**src/rtl/myproject_mac_pipe_pkg.sv**
```systemverilog
// Shared constants and helpers for the MAC pipeline: product width, signed range limits,
// and the output round/saturate conversion.
package myproject_mac_pipe_pkg;

  localparam int unsigned WideW = 128;

  typedef logic signed [WideW-1:0] wide_t;

  typedef struct packed {
    logic  ovf;
    wide_t value;
  } conv_t;

  function automatic int unsigned prod_width(int unsigned w0, int unsigned w1);
    return w0 + w1 + 1;
  endfunction

  function automatic wide_t smax(int unsigned w);
    return (wide_t'(1) << (w - 1)) - wide_t'(1);
  endfunction

  function automatic wide_t smin(int unsigned w);
    return -(wide_t'(1) << (w - 1));
  endfunction

  // Arithmetic shift with round-half-up, then optional clamp to a dout_w-bit signed range.
  function automatic conv_t round_sat(wide_t val, int unsigned shift, int unsigned dout_w,
                                      bit saturate);
    conv_t r;
    wide_t x;
    x = val;
    if (shift > 0) begin
      x = x + (wide_t'(1) << (shift - 1));
    end
    x = x >>> shift;
    r.ovf   = 1'b0;
    r.value = x;
    if (saturate) begin
      if (x > smax(dout_w)) begin
        r.value = smax(dout_w);
        r.ovf   = 1'b1;
      end else if (x < smin(dout_w)) begin
        r.value = smin(dout_w);
        r.ovf   = 1'b1;
      end
    end
    return r;
  endfunction

endpackage

```
**src/rtl/myproject_pipe_delay.sv**
```systemverilog
// Clock-enabled delay line of configurable width and depth; depth 0 is a wire.
module myproject_pipe_delay #(
  parameter int unsigned Width = 8,
  parameter int unsigned Depth = 1
) (
  input  logic             clk_i,
  input  logic             rst_ni,
  input  logic             ce_i,
  input  logic [Width-1:0] d_i,
  output logic [Width-1:0] q_o
);

  if (Depth == 0) begin : g_bypass
    assign q_o = d_i;
  end else begin : g_pipe
    logic [Width-1:0] stage_q [Depth];

    always_ff @(posedge clk_i or negedge rst_ni) begin
      if (!rst_ni) begin
        for (int unsigned i = 0; i < Depth; i++) begin
          stage_q[i] <= '0;
        end
      end else if (ce_i) begin
        stage_q[0] <= d_i;
        for (int unsigned i = 1; i < Depth; i++) begin
          stage_q[i] <= stage_q[i-1];
        end
      end
    end

    assign q_o = stage_q[Depth-1];
  end

endmodule

```
**src/rtl/myproject_mac_pipe.sv**
```systemverilog
// Pipelined multiply-accumulate: register inputs, multiply, optional delay stages, then
// accumulate and convert (round/saturate) in the final stage.
module myproject_mac_pipe
  import myproject_mac_pipe_pkg::*;
#(
  parameter int unsigned DIN0_WIDTH  = 24,
  parameter int unsigned DIN1_WIDTH  = 18,
  parameter int unsigned DIN0_SIGNED = 0,
  parameter int unsigned DIN1_SIGNED = 1,
  parameter int unsigned NUM_STAGE   = 4,
  parameter int unsigned ACC_WIDTH   = 48,
  parameter int unsigned DOUT_WIDTH  = 37,
  parameter int unsigned SHIFT       = 0,
  parameter int unsigned SATURATE    = 1
) (
  input  logic                  clk_i,
  input  logic                  rst_ni,
  input  logic                  ce_i,
  input  logic                  din_valid_i,
  input  logic [DIN0_WIDTH-1:0] din0_i,
  input  logic [DIN1_WIDTH-1:0] din1_i,
  input  logic                  acc_en_i,
  input  logic                  acc_last_i,
  output logic                  dout_valid_o,
  output logic [DOUT_WIDTH-1:0] dout_o,
  output logic                  ovf_o
);

  localparam int unsigned ProdW    = prod_width(DIN0_WIDTH, DIN1_WIDTH);
  localparam int unsigned DlyDepth = NUM_STAGE - 3;
  localparam int unsigned DlyW     = ProdW + 3;

  // Stage 1: input registers
  logic                  s1_valid_q, s1_en_q, s1_last_q;
  logic [DIN0_WIDTH-1:0] din0_q;
  logic [DIN1_WIDTH-1:0] din1_q;

  always_ff @(posedge clk_i or negedge rst_ni) begin
    if (!rst_ni) begin
      s1_valid_q <= 1'b0;
    end else if (ce_i) begin
      s1_valid_q <= din_valid_i;
    end
  end

  always_ff @(posedge clk_i) begin
    if (ce_i) begin
      din0_q    <= din0_i;
      din1_q    <= din1_i;
      s1_en_q   <= acc_en_i;
      s1_last_q <= acc_last_i;
    end
  end

  // Stage 2: product; ProdW bits always hold the exact result for these operand kinds
  logic                    a_sign, b_sign;
  logic signed [ProdW-1:0] a_ext, b_ext, prod_d, prod_q;
  logic                    s2_valid_q, s2_en_q, s2_last_q;

  always_comb begin
    a_sign = (DIN0_SIGNED != 0) && din0_q[DIN0_WIDTH-1];
    b_sign = (DIN1_SIGNED != 0) && din1_q[DIN1_WIDTH-1];
    a_ext  = {{(ProdW - DIN0_WIDTH){a_sign}}, din0_q};
    b_ext  = {{(ProdW - DIN1_WIDTH){b_sign}}, din1_q};
    prod_d = a_ext * b_ext;
  end

  always_ff @(posedge clk_i or negedge rst_ni) begin
    if (!rst_ni) begin
      s2_valid_q <= 1'b0;
    end else if (ce_i) begin
      s2_valid_q <= s1_valid_q;
    end
  end

  always_ff @(posedge clk_i) begin
    if (ce_i) begin
      prod_q    <= prod_d;
      s2_en_q   <= s1_en_q;
      s2_last_q <= s1_last_q;
    end
  end

  // Stages 3..NUM_STAGE-1: pure delay
  logic [DlyW-1:0] dly_q;

  myproject_pipe_delay #(
    .Width (DlyW),
    .Depth (DlyDepth)
  ) u_delay (
    .clk_i  (clk_i),
    .rst_ni (rst_ni),
    .ce_i   (ce_i),
    .d_i    ({s2_valid_q, s2_en_q, s2_last_q, prod_q}),
    .q_o    (dly_q)
  );

  // Final stage: accumulate, convert, register outputs
  logic                        f_valid, f_en, f_last;
  logic signed [ProdW-1:0]     f_prod;
  logic signed [ACC_WIDTH-1:0] acc_q, acc_d, prod_ext, sum, conv_in;
  logic [DOUT_WIDTH-1:0]       dout_q, dout_d;
  logic                        dv_q, dv_d, ovf_q, ovf_d;
  conv_t                       conv;
  logic                        unused_conv;

  assign {f_valid, f_en, f_last, f_prod} = dly_q;
  assign prod_ext    = ACC_WIDTH'(f_prod);
  assign sum         = acc_q + prod_ext;
  assign conv_in     = f_en ? sum : prod_ext;
  assign conv        = round_sat(wide_t'(conv_in), SHIFT, DOUT_WIDTH, SATURATE != 0);
  assign unused_conv = ^conv.value[WideW-1:DOUT_WIDTH];

  always_comb begin
    acc_d  = acc_q;
    dout_d = dout_q;
    dv_d   = 1'b0;
    ovf_d  = 1'b0;
    if (f_valid && f_en) begin
      acc_d = f_last ? '0 : sum;
    end
    if (f_valid && (!f_en || f_last)) begin
      dv_d   = 1'b1;
      dout_d = conv.value[DOUT_WIDTH-1:0];
      ovf_d  = conv.ovf;
    end
  end

  always_ff @(posedge clk_i or negedge rst_ni) begin
    if (!rst_ni) begin
      acc_q  <= '0;
      dout_q <= '0;
      dv_q   <= 1'b0;
      ovf_q  <= 1'b0;
    end else if (ce_i) begin
      acc_q  <= acc_d;
      dout_q <= dout_d;
      dv_q   <= dv_d;
      ovf_q  <= ovf_d;
    end
  end

  assign dout_valid_o = dv_q;
  assign dout_o       = dout_q;
  assign ovf_o        = ovf_q;

endmodule

```
**config.mk**
```make
export PLATFORM = sky130hd
export DESIGN_NAME = myproject_mac_pipe
export DESIGN_NICKNAME = d
export VERILOG_FILES = /design/src/rtl/myproject_mac_pipe_pkg.sv /design/src/rtl/myproject_pipe_delay.sv /design/src/rtl/myproject_mac_pipe.sv
export SDC_FILE = /design/constraint.sdc
export NUM_CORES = 1
export LEC_CHECK = 0
export CAP_MARGIN = 15
export CORE_MARGIN = 1
export CORE_UTILIZATION = 36
export DETAILED_ROUTE_END_ITERATION = 16
export DONT_BUFFER_PORTS = 1
export PLACE_DENSITY = 0.61
export SLEW_MARGIN = 15
export SYNTH_ARGS = -nofsm -noshare
export SYNTH_HDL_FRONTEND = slang
export SYNTH_SLANG_ARGS = --single-unit
export TNS_END_PERCENT = 50
```
**constraint.sdc**
```tcl
create_clock -name clk_i -period 8.8 [get_ports clk_i]
set_input_delay 1.76 -clock clk_i [delete_from_list [all_inputs] [get_ports clk_i]]
set_output_delay 1.76 -clock clk_i [all_outputs]
set_load 0.01 [all_outputs]
```
---- Word-level counts from Yosys, hierarchy flattened ----
Cells that the tools add are included.
word-level totals
  bits in registers ....................... 224
  input bits .............................. 48
  logic and storage cells ................. 30
cells by class
  $add $sub $neg .......................... 1
  $mul .................................... 1
  order comparisons ....................... 2
  mux-type cells .......................... 6
  reductions and logical operators ........ 6
operators by type and width
  cell                                                                             number
  129-bit 2-to-1 mux                                                               2
  48-bit 2-to-1 mux                                                                2
  48-bit by 43-bit adder with 48-bit output                                        1
  48-bit by 37-bit > comparator with 1-bit output (second input constant)          1
  48-bit by 37-bit less-than comparator with 1-bit output (second input constant)  1
  25-bit by 18-bit multiplier with 43-bit output                                   1
  2-bit AND reduction                                                              2
  1-bit logical AND                                                                2
  1-bit 2-to-1 mux                                                                 2
  1-bit logical NOT                                                                1
  1-bit logical OR                                                                 1

---- Logic depth before layout (Yosys ltp) ----
  depth in word-level cells ............... 6
  gate-level depth with buffers ........... 26

---- Cells and area by module ----
Synthesis repeated with hierarchy kept, for this count alone.
unflattened totals
  cells, all modules ...................... 2664
  area total of the unflattened synthesis .. 25828.5 um^2
modules (own cells, without submodules)
  module                instances  cells an instance  area an instance (um^2)  seq. area each (um^2)
  myproject_mac_pipe    1          2567               23917.9                  4899.7
  myproject_pipe_delay  1          97                 1910.6                   1151.1

---- Least setup slack after synthesis ----
Ideal clock, no wire load.
  path type ............................... flip-flop to flip-flop
  start point ............................. reg din1_q[17]
  end point ............................... reg prod_q[42] (data pin)
  arrival ................................. 6.221 ns
  setup slack ............................. 2.319 ns
  stages on the path, launching flop included .. 25
  path buffers ............................ 1
  clock period less this slack ............ 6.481 ns
  cell sequence ........................... edfxtp_1 inv_1 buf_1 nor2_1 fa_1 inv_1 fa_1 inv_1 fa_1 fa_1 fa_1 inv_1 fa_1 inv_1 ha_1 a21o_1 a21oi_1 o21ai_0 a211oi_1 a21oi_1 o31ai_1 o21ai_0 o21a_1 nor2_1 xnor2_1
on the way
  word-level cells in the longest chain between the ends .. 1
ends and longest elaborated chain
  item                                            line                      RTL
  from (decl)                                     myproject_mac_pipe.sv:36  logic [DIN1_WIDTH-1:0] din1_q;
  from (signal assigned)                          myproject_mac_pipe.sv:49  din1_q <= din1_i;
  25-bit by 18-bit multiplier with 43-bit output  myproject_mac_pipe.sv:65  prod_d = a_ext * b_ext;
  via prod_d[42]                                  myproject_mac_pipe.sv:57  logic signed [ProdW-1:0] a_ext, b_ext, prod_d, prod_q;
  to (signal assigned)                            myproject_mac_pipe.sv:78  prod_q <= prod_d;
  to (decl)                                       myproject_mac_pipe.sv:57
The timed path passes the listed nets, and every way through them passes these cells.
A chain may end at the register's enable or synchronous reset.

---- Worst setup path in the final report ----
  start point ............................. reg din1_q[9]
  end point ............................... reg prod_q[42] (data pin)
Same word-level chain as after synthesis.

==> impl_metrics.ini <==
[outcome]
outcome = finished clean

[placed_design]
hpwl_um = 48100
gp_congestion = 0.901
place_ws_ps = 1510
place_area_sq_um = 26200
io_buffers = 0

[grt]
grt_pass1_wl_um = 105000
grt_max_degree = 145
first_global_vias = 19500
gr-total-overflow = 0
grt_usage_pct = 18.3
antenna_found_initial = 3

[cts]
cts_tree = yes
clock_sinks = 224
cts_resized = 0
cts_max_level = 1
worstSkewPairLatency_ps = 600
cts.root.buffer_cell = clkbuf_16
clk_pin_slew_ps = 60
cts_inserted_buffers = 27
postCtsSetupBuffers = 0
cts_buffer_depth = 3
hold_buffers = 0

[sta]
setup_slack_ps = 1510
period_minus_slack_ps = 7290
clock.fmax_mhz = 137
tns_ps = 0
finClkSkew_ps = 21.8
slew_headroom_pct = 23.3
slew_violations = 0
grt_setup_unrepaired = no
hold_viol = 0
fin_crit_sh_pct = 82.9
setup_violations = 0
tightest_slew_ps = 1150

[die]
design.die.area_sq_um = 71900
fp.dieH_um = 268
coreArea_sq_um = 70000
die_w_um = 268
start_util_pct = 36.4
pin_count = 87
row_count = 97

[route]
routed_wl_um = 63900
drc = 0
wl_per_cell_um = 18.4
drt_pre_antenna_iters = 5
viasPerCell = 5.13
antenna_left = 0
drt_iter0_markers = 1019
via_count = 17834

[logic_synthesis]
syn_inst = 2608
synthArstFlopShare_pct = 60.3
synth_top_family_by_area = adder cells
synth.largest_area_cell = fa_1
synth_flop_cell = dfrtp_1
yosys.area_share.xor_xnor_pct = 2.75
syn_nets = 3201
syn_area_sq_um = 25500
synth.most_common_cell = inv_1
avgSynthCellArea_sq_um = 9.78
yosys.area_share.simple_pct = 13.1
synth_adder_area_share_pct = 37.1
synth_compound_gate_area_share_pct = 10.7
ys_top_cells_by_count = 469 x inv_1, 353 x fa_1, 321 x nand2_1, 192 x ha_1, 165 x and2_1
ys_types = 83
synthTopCellsByArea = fa_1 28%, dfrtp_1 13%, edfxtp_1 10%, ha_1 9.4%, inv_1 6.9%
synth_enable_flop_cells = 89
seq_area_frac_synth_pct = 23.7
synth-warning-count = 0
ys_seq_elements = 224
synth_mux_area_share_pct = 3.57
synth_top_area_share_pct = 27.7

[min_path]
hold_path_class = reg2reg

[cells_and_area]
multiInputGateArea_sq_um = 17200
num-fill-cells = 6852
nets = 3105
final_cell_area_sq_um = 27100
area_delta_synth_final_pct = 6.35
drive_gt1_share_pct = 6.40
ff_latch_area_sq_um = 6050

[job]
maxCapViolCount = 0

[critical_path]
worstPathMaxFanout = 24
path_class = reg2reg
start_kind = register
end_kind = register
crit_arrival_ps = 7620
critPathRequiredTime_ps = 9130
-- through the flow --
stage	cells	util [%]	hold WS, ps
floorplan	2608	-	400
global placement	3423	37.4	407
detailed placement	3423	37.4	407
CTS	3473	38.7	422
global route	3473	38.7	442
finish	3474	38.7	420
-- critical path: stages (launching register included) --
cell	delay [ps]
edfxtp_1	1060
nand2_1	200
fa_1	580
inv_1	50
fa_1	500
inv_1	60
fa_1	530
inv_1	50
fa_1	450
fa_1	480
inv_1	40
fa_1	470
inv_1	40
ha_1	340
inv_1	80
o21ai_0	280
o21ai_0	180
a21oi_1	470
o211ai_1	220
a21oi_1	220
o31ai_1	160
o21ai_0	250
o21a_1	140
nor2_1	40
xnor2_1	110
-- cell families (layout without fill, tap and decap cells) --
family                     Yosys count  count (layout)
other                                0               1
adders and majority gates          545             545
muxes                               81              81
buffers and inverters              600             525
DFF                                224             224
and+or+nand+nor                    698             698
xor gates and xnor gates            80              80
AOI/OAI and AO/OA                  380             380
-- final timing paths --
check,startpoint,to,slack (ps),cells after the start
min,s1_en_q,s2_en_q,420,0
min reg2reg,s1_en_q,s2_en_q,420,0
min in group asynchronous,rst_ni,dout_o[10],870,0
max reg2reg,din1_q[9],prod_q[42],1510,24
max in group asynchronous,rst_ni,u_delay.q_o[44],7660,0
max,din1_q[9],prod_q[42],1510,24
-- layout make-up --
cell class                 instances  share of cell area [%]
multi-input combinational       1784                    63.2
sequential                       224                    22.3
inverter                         469                    6.49
tap                              940                    4.34
clock buffer                      37                    2.90
clock inverter                    13                   0.549
timing repair buffer               6                   0.166
antenna                            1                 0.00922
-- metal layers --
layer,wire [um],GRT usage [%],vias up
li1,-,-,8185
met1,28000,24.1,9023
met2,30300,31.1,524
met3,3990,3.19,100
met4,1660,4.65,2
met5,17,0,-
-- sequential cells by signal (all words and copies together), names as in the netlist, 18 cells and up --
signal       cells
acc_q           48
u_delay.q_o     46
prod_q          43
dout_o          37
din0_q          24
din1_q          18
-- placed cells by master, fill, tap and decap left out, types with 5 or more instances in the layout --
master and count:
o21a_1 14, and3_1 7, clkbuf_16 29, o21ai_0 55
a21oi_1 104, a211oi_1 9, nand2_1 321, nand2b_1 26
nand4_1 21, and2_1 165, dfrtp_1 134, ha_1 192
a31oi_1 6, mux2_2 78, a21o_1 33, xnor2_1 56
buf_4 6, nand3_1 20, o211ai_1 9, nor2_1 87
inv_1 469, o31a_1 5, nor3_1 12, edfxtp_1 89
clkbuf_1 5, a221o_1 36, nor2b_1 9, o21bai_1 11
o21ai_1 10, a22o_1 37, o31ai_1 5, xor2_1 24
fa_1 353
Power is left out: the tool's default activity adds up to more than one toggle a clock period on the data nets, which glitch-free logic cannot reach.
